--- config.mk ---
export PLATFORM = sky130hd
export DESIGN_NAME = cpu_comb
export DESIGN_NICKNAME = d
export VERILOG_FILES = /design/src/rtl/cpu_pkg.sv /design/src/rtl/cpu_alu.sv /design/src/rtl/cpu_comb.sv
export SDC_FILE = /design/constraint.sdc
export NUM_CORES = 1
export LEC_CHECK = 0
export BUFFER_PORTS_ARGS = -buffer_cell sky130_fd_sc_hd__buf_2
export CAP_MARGIN = 10
export CORE_UTILIZATION = 45
export DETAILED_ROUTE_END_ITERATION = 8
export GPL_ROUTABILITY_DRIVEN = 0
export PLACE_DENSITY = 0.74
export SETUP_SLACK_MARGIN = 0.05
export SLEW_MARGIN = 20
export SYNTH_ARGS = -nofsm -noshare
export SYNTH_HDL_FRONTEND = slang
export SYNTH_HIERARCHICAL = 1
export SYNTH_SLANG_ARGS = --single-unit
export TNS_END_PERCENT = 1
--- constraint.sdc ---
create_clock -name vclk -period 3.2
set_input_delay 0.16 -clock vclk [all_inputs]
set_output_delay 0.16 -clock vclk [all_outputs]
set_load 0.05 [all_outputs]
--- src/rtl/cpu_pkg.sv ---
// Shared definitions for the 8-bit teaching CPU datapath.
//   DATA_W   : register width
//   OP_W     : opcode width
//   opcode_e : opcode encodings OP_NOP..OP_DEC
package cpu_pkg;

  localparam int unsigned DATA_W = 8;
  localparam int unsigned OP_W   = 4;

  typedef enum logic [OP_W-1:0] {
    OP_NOP  = 4'd0,
    OP_ADD  = 4'd1,
    OP_SUB  = 4'd2,
    OP_ADC  = 4'd3,
    OP_AND  = 4'd4,
    OP_OR   = 4'd5,
    OP_XOR  = 4'd6,
    OP_NOT  = 4'd7,
    OP_SHL  = 4'd8,
    OP_SHR  = 4'd9,
    OP_RCL  = 4'd10,
    OP_RCR  = 4'd11,
    OP_MOV  = 4'd12,
    OP_SWAP = 4'd13,
    OP_INC  = 4'd14,
    OP_DEC  = 4'd15
  } opcode_e;

endpackage

--- src/rtl/cpu_alu.sv ---
// ALU for the teaching CPU: computes the next A value and next carry.
// Ports:
//   op      in  opcode
//   a, b    in  operands (registers A and B)
//   carryin in  current carry flag
//   result  out next A value (A itself for routing-only opcodes)
//   carry   out next carry flag (carryin for routing-only opcodes)
import cpu_pkg::*;

module cpu_alu (
  input  logic [OP_W-1:0]   op,
  input  logic [DATA_W-1:0] a,
  input  logic [DATA_W-1:0] b,
  input  logic              carryin,
  output logic [DATA_W-1:0] result,
  output logic              carry
);

  // 9-bit intermediate: bit 8 is carry out, or borrow for subtraction
  logic [DATA_W:0] wide;

  always_comb begin
    wide = {carryin, a};
    case (op)
      OP_NOP,
      OP_MOV,
      OP_SWAP: wide = {carryin, a};
      OP_ADD:  wide = {1'b0, a} + {1'b0, b};
      OP_SUB:  wide = {1'b0, a} - {1'b0, b};
      OP_ADC:  wide = {1'b0, a} + {1'b0, b} + {{DATA_W{1'b0}}, carryin};
      OP_AND:  wide = {1'b0, a & b};
      OP_OR:   wide = {1'b0, a | b};
      OP_XOR:  wide = {1'b0, a ^ b};
      OP_NOT:  wide = {1'b0, ~a};
      OP_SHL:  wide = {a[7], a[6:0], 1'b0};
      OP_SHR:  wide = {a[0], 1'b0, a[7:1]};
      OP_RCL:  wide = {a[7], a[6:0], carryin};
      OP_RCR:  wide = {a[0], carryin, a[7:1]};
      OP_INC:  wide = {1'b0, a} + 9'd1;
      OP_DEC:  wide = {1'b0, a} - 9'd1;
      // unknown opcode bits yield unknown results instead of masking to NOP
      default: wide = 'x;
    endcase
  end

  assign result = wide[DATA_W-1:0];
  assign carry  = wide[DATA_W];

endmodule

--- src/rtl/cpu_comb.sv ---
// Combinational next-state datapath of the 8-bit teaching CPU.
// The external register file captures the outputs each clock; this block
// holds no state, so clk and reset are accepted but unused.
// Ports:
//   clk, reset          in  unused (interface compatibility)
//   op                  in  4-bit opcode
//   Ain/Bin/Cin/Din     in  current registers
//   Carryin             in  current carry flag
//   Aout/Bout/Cout/Dout out next registers
//   Carryout            out next carry flag
import cpu_pkg::*;

module cpu_comb (
  input  logic              clk,
  input  logic              reset,
  input  logic [OP_W-1:0]   op,
  input  logic [DATA_W-1:0] Ain,
  input  logic [DATA_W-1:0] Bin,
  input  logic [DATA_W-1:0] Cin,
  input  logic [DATA_W-1:0] Din,
  input  logic              Carryin,
  output logic [DATA_W-1:0] Aout,
  output logic [DATA_W-1:0] Bout,
  output logic [DATA_W-1:0] Cout,
  output logic [DATA_W-1:0] Dout,
  output logic              Carryout
);

  logic [DATA_W-1:0] alu_result;
  logic              alu_carry;
  logic              unused_clk_reset;

  assign unused_clk_reset = ^{clk, reset};

  cpu_alu u_alu (
    .op      (op),
    .a       (Ain),
    .b       (Bin),
    .carryin (Carryin),
    .result  (alu_result),
    .carry   (alu_carry)
  );

  always_comb begin
    Aout     = alu_result;
    Bout     = Bin;
    Cout     = Cin;
    Dout     = Din;
    Carryout = alu_carry;
    case (op)
      OP_MOV:  Aout = Bin;
      OP_SWAP: begin
        Aout = Bin;
        Bout = Ain;
      end
      default: ;
    endcase
  end

endmodule

### Word-level counts from Yosys, hierarchy flattened

Cells that the tools add are included.

| word-level totals | value |
|---|---|
| register bits | 0 |
| input bits | 39 |
| word-level logic and storage cells | 30 |

| operators by class | value |
|---|---|
| add/subtract/negate cells | 5 |
| eq/ne operators | 15 |
| multiplexer cells | 3 |
| bitwise operators | 4 |
| reduce and logical (&&, ||, !) cells | 3 |

Operator list:

| cell | number |
|---|---|
| $pmux W9 S14 | 1 |
| $eq A4 B4 Y1 const B | 8 |
| $eq A4 B3 Y1 const B | 4 |
| $mux W8 | 2 |
| $add A8 B1 Y9 const B | 1 |
| $add A8 B8 Y9 | 1 |
| $add A9 B1 Y9 | 1 |
| $sub A8 B1 Y9 const B | 1 |
| $sub A8 B8 Y9 | 1 |
| $and A8 B8 Y8 | 1 |
| $eq A4 B2 Y1 const B | 2 |
| $not A8 Y8 | 1 |
| $or A8 B8 Y8 | 1 |
| $xor A8 B8 Y8 | 1 |
| $eq A4 B1 Y1 const B | 1 |
| $logic_not A4 Y1 | 1 |
| $reduce_or A3 Y1 | 1 |
| $reduce_or A2 Y1 | 1 |

### Longest topological paths before layout

| logic depth | value |
|---|---|
| depth after elaboration | 4 |
| depth in mapped cells | 14 |

### By module

The synthesis kept the hierarchy.

Modules (own cells, without submodules):

| module | instances | cells an instance | area an instance (um^2) |
|---|---|---|---|
| cpu_alu | 1 | 287 | 1,974.4 |
| cpu_comb | 1 | 34 | 335.3 |

### Worst setup path before layout

OpenSTA, ideal clock, no wires.

| timing | value |
|---|---|
| kind | input to output |
| from | input op[1] |
| to | output Aout[6] |
| data arrival time | 2.869 ns |
| setup slack | 0.171 ns |
| cell stages on the path | 13 |
| buffers on the path | 2 |
| path through | buf_4 -> buf_4 -> nand3_2 -> nor2_1 -> a21oi_1 -> ha_1 -> nor2b_1 -> o31a_1 -> o21a_1 -> or3_1 -> a32oi_1 -> o211ai_1 -> mux2_2 |

| on the way | value |
|---|---|
| longest elaborated chain between the ends | 4 |
| elaborated cells on any way between the ends | 20 |

Ends and longest elaborated chain:

| element | RTL line | text |
|---|---|---|
| start, declared | cpu_comb.sv:16 | `input logic [OP_W-1:0] op,` |
| $eq A4 B4 Y1 or $logic_not A4 Y1 (tied branches) | cpu_alu.sv:24 | `case (op)` |
| $reduce_or A3 Y1 | cpu_alu.sv:24 |  |
| $pmux W9 S14 (*) | cpu_alu.sv:24 |  |
| via alu_result[6] | cpu_comb.sv:29 | `logic [DATA_W-1:0] alu_result;` |
| $mux W8 (*) | cpu_comb.sv:50 | `case (op)` |
| end, declared | cpu_comb.sv:22 | `output logic [DATA_W-1:0] Aout,` |

The timed path passes the listed nets; every way through them passes the cells marked *.

### Worst setup path after layout

| timing | value |
|---|---|
| from | input Ain[0] |
| to | output Aout[7] |

| on the way | value |
|---|---|
| longest elaborated chain between the ends | 4 |
| elaborated cells on any way between the ends | 7 |

Ends and longest elaborated chain:

| element | RTL line | text |
|---|---|---|
| start, declared | cpu_comb.sv:17 | `input logic [DATA_W-1:0] Ain,` |
| $add A8 B8 Y9 | cpu_alu.sv:28, cpu_alu.sv:30 |  |
| $add A9 B1 Y9 | cpu_alu.sv:30 | `OP_ADC: wide = {1'b0, a} + {1'b0, b} + {{DATA_W{1'b0}}, carryin};` |
| $pmux W9 S14 (*) | cpu_alu.sv:24 |  |
| via alu_result[7] | cpu_comb.sv:29 |  |
| $mux W8 (*) | cpu_comb.sv:50 |  |

Marked as above.

==> results.py <==
metrics = {
    "global_routing": {
        "grt_max_degree": 33,
        "grt_antenna_before_repair": 0,
        "grt_usage_pct": 25.23,
        "first_global_vias": 2270,
        "grt_pass1_wl_mm": 10.92,
        "grt.overflow.total": 0,
    },
    "worst_hold_path": {
        "hold_start": "Cin[2]",
        "hold_class": "in -> out",
    },
    "synth": {
        "avgSynthCellArea_um2": 7.195,
        "netlist_instances": 321,
        "synth_nets": 388,
        "ys_seq_area_share_pct": 0,
        "synth_area_um2": 2310,
        "yosys_warnings": 6,
        "synth_cell_types": 68,
    },
    "timing": {
        "final_hold_viol_count": 0,
        "relSlewSlack_pct": 59.59,
        "setup_viol": 0,
        "fin_crit_ps": 2999,
        "layout_setup_ws_ps": 201.1,
        "drv_slew": 0,
        "rsz0062_at_grt": "yes",
        "fin_crit_sh_pct": 93.72,
        "fmax_mhz": 333.5,
        "tightest_slew_ps": 603.4,
        "finalSetupTns_ps": 0,
    },
    "setup_path": {
        "worstSetupEndpointType": "primary output",
        "cp-start-kind": "primary input",
        "worst-setup-path-type": "in -> out",
        "cp.required_ps": 3040,
        "arrival_ps": 2840,
        "startpoint": "Ain[0]",
        "path_max_fanout": 6,
    },
    "pwr": {
        "ir_worst_vdd_mv": 0.1252,
        "power_density_nw_per_um2": 225.2,
        "power_leakage_uw": 0.001104,
    },
    "routing": {
        "routed_wl_mm": 6.934,
        "ant_nets": 0,
        "drt-pass1-iter-count": 5,
        "wl_per_cell_um": 17.04,
        "drt_iter0_drc": 221,
        "via_count": 2611,
        "viasPerCell": 6.415,
        "drc": 0,
    },
    "job": {
        "maxCapViolCount": 0,
    },
    "floorplan": {
        "start_util_pct": 47.95,
        "floorplan.die_area_um2": 5423,
        "ios": 72,
        "coreArea_um2": 4817,
        "die-width_um": 73.64,
        "rows": 25,
        "die_y_um": 73.64,
    },
    "cells_and_area": {
        "layout_common_cells": "buf_2 (38), a21oi_1 (28), ha_1 (26)",
        "nets": 409,
        "nClkBuffers": 0,
        "fillers": 499,
        "layout-drive-gt1-share_pct": 24.71,
        "numSequentialCells": 0,
        "seq_area_um2": 0,
        "area_growth_pct": 7.042,
        "antennaDiodeCount": 0,
        "final_common_cell": "buf_2",
    },
    "placement": {
        "hpwl_mm": 5.204,
        "port_buffers": 38,
        "dp_slack_ps": 206.4,
    },
    "run_status": {
        "status": "complete, no violations",
    },
}
[per-layer routing]
layer	global-route usage [%]	share of wire, %	vias to the layer above
met4	6.197	1.8	0
li1	-	-	1240
met3	0.6859	9.4	11
met2	43.12	46	155
met5	0	0	-
met1	34.86	42	1205
[report_power, final]
| part | internal, uW | switching (uW) | total [uW] |
|---|---|---|---|
| combinational | 203 | 354 | 557 |
| sequential | 0 | 0 | 0 |
| clock | 0 | 0 | 0 |
[synthesized netlist by cell type (3+ instances only)]
| master | instances | area, um2 |
|---|---|---|
| nor3_1 | 7 | 35.03 |
| nand2b_1 | 8 | 50.05 |
| xnor2_1 | 5 | 43.79 |
| clkbuf_1 | 5 | 18.77 |
| a211oi_1 | 7 | 52.55 |
| inv_1 | 21 | 78.83 |
| xor2_1 | 5 | 43.79 |
| o211ai_1 | 4 | 30.03 |
| o22a_1 | 3 | 26.28 |
| a22oi_1 | 4 | 30.03 |
| buf_4 | 20 | 150.1 |
| o22ai_1 | 8 | 50.05 |
| a21oi_1 | 28 | 140.1 |
| mux2i_1 | 7 | 70.07 |
| nor2_1 | 25 | 93.84 |
| mux2_2 | 17 | 191.4 |
| o21ai_0 | 14 | 70.07 |
| nor2b_1 | 5 | 31.28 |
| a221oi_1 | 4 | 35.03 |
| buf_2 | 3 | 15.01 |
| a32oi_1 | 3 | 26.28 |
| o2111ai_1 | 3 | 26.28 |
| nand3_1 | 7 | 35.03 |
| nand2_1 | 18 | 67.56 |
| ha_1 | 26 | 325.3 |
| and3_1 | 4 | 25.02 |
| o21a_1 | 5 | 37.54 |
[through the flow]
step                instances  instance area (um2)  util, %  hold WS, ps  power [uW]
floorplan                 321                 2310        -        487.1       465.0
CTS                       405                 2449    50.83        320.3       538.7
finish                    407                 2472    51.32        320.0       556.9
global placement          405                 2449    50.83        320.3       527.1
global route              407                 2472    51.32        320.1       598.6
detailed placement        405                 2449    50.83        320.3       535.6
[final timing paths]
kind	end	cells after the start	slack (ps)
worst min-delay path	Cout[2]	0	320
worst max-delay path	Aout[7]	11	200
[cells by family (layout without fill, tap and decap cells)]
logic type	after synthesis	after routing	share of synthesized area [%]
XOR/XNOR	11	11	4.496
AO/OA/AOI/OAI	115	115	34.78
buffers and inverters	53	72	12.51
adder cells (fa/ha/maj)	28	28	15.82
AND/OR/NAND/NOR	90	90	21.07
multiplexers	24	24	11.32
[critical path, stage by stage]
cell and delay [ps]:
buf_2 130, ha_1 260, fa_1 480, a21o_1 240, a2111oi_0 400, o221a_1 310
a211o_1 150, nand3_1 90, a32oi_1 200, mux2_2 170, buf_2 250
[cell type report]
cell class                 count  area, um2  share of cell area, %
inverter                      23      86.33                  3.492
timing repair buffer          49      272.8                  11.03
multi-input combinational    268       2029                  82.09
tap                           67      83.83                  3.391
[repair_timing]
action                                  in CTS  in global routing
buffers inserted                             0                  2
endpoints found under the setup margin       0                  2
gates resized for setup                      0                  1
hold buffers                                 0                  0
(Power assumes the default switching activity.)
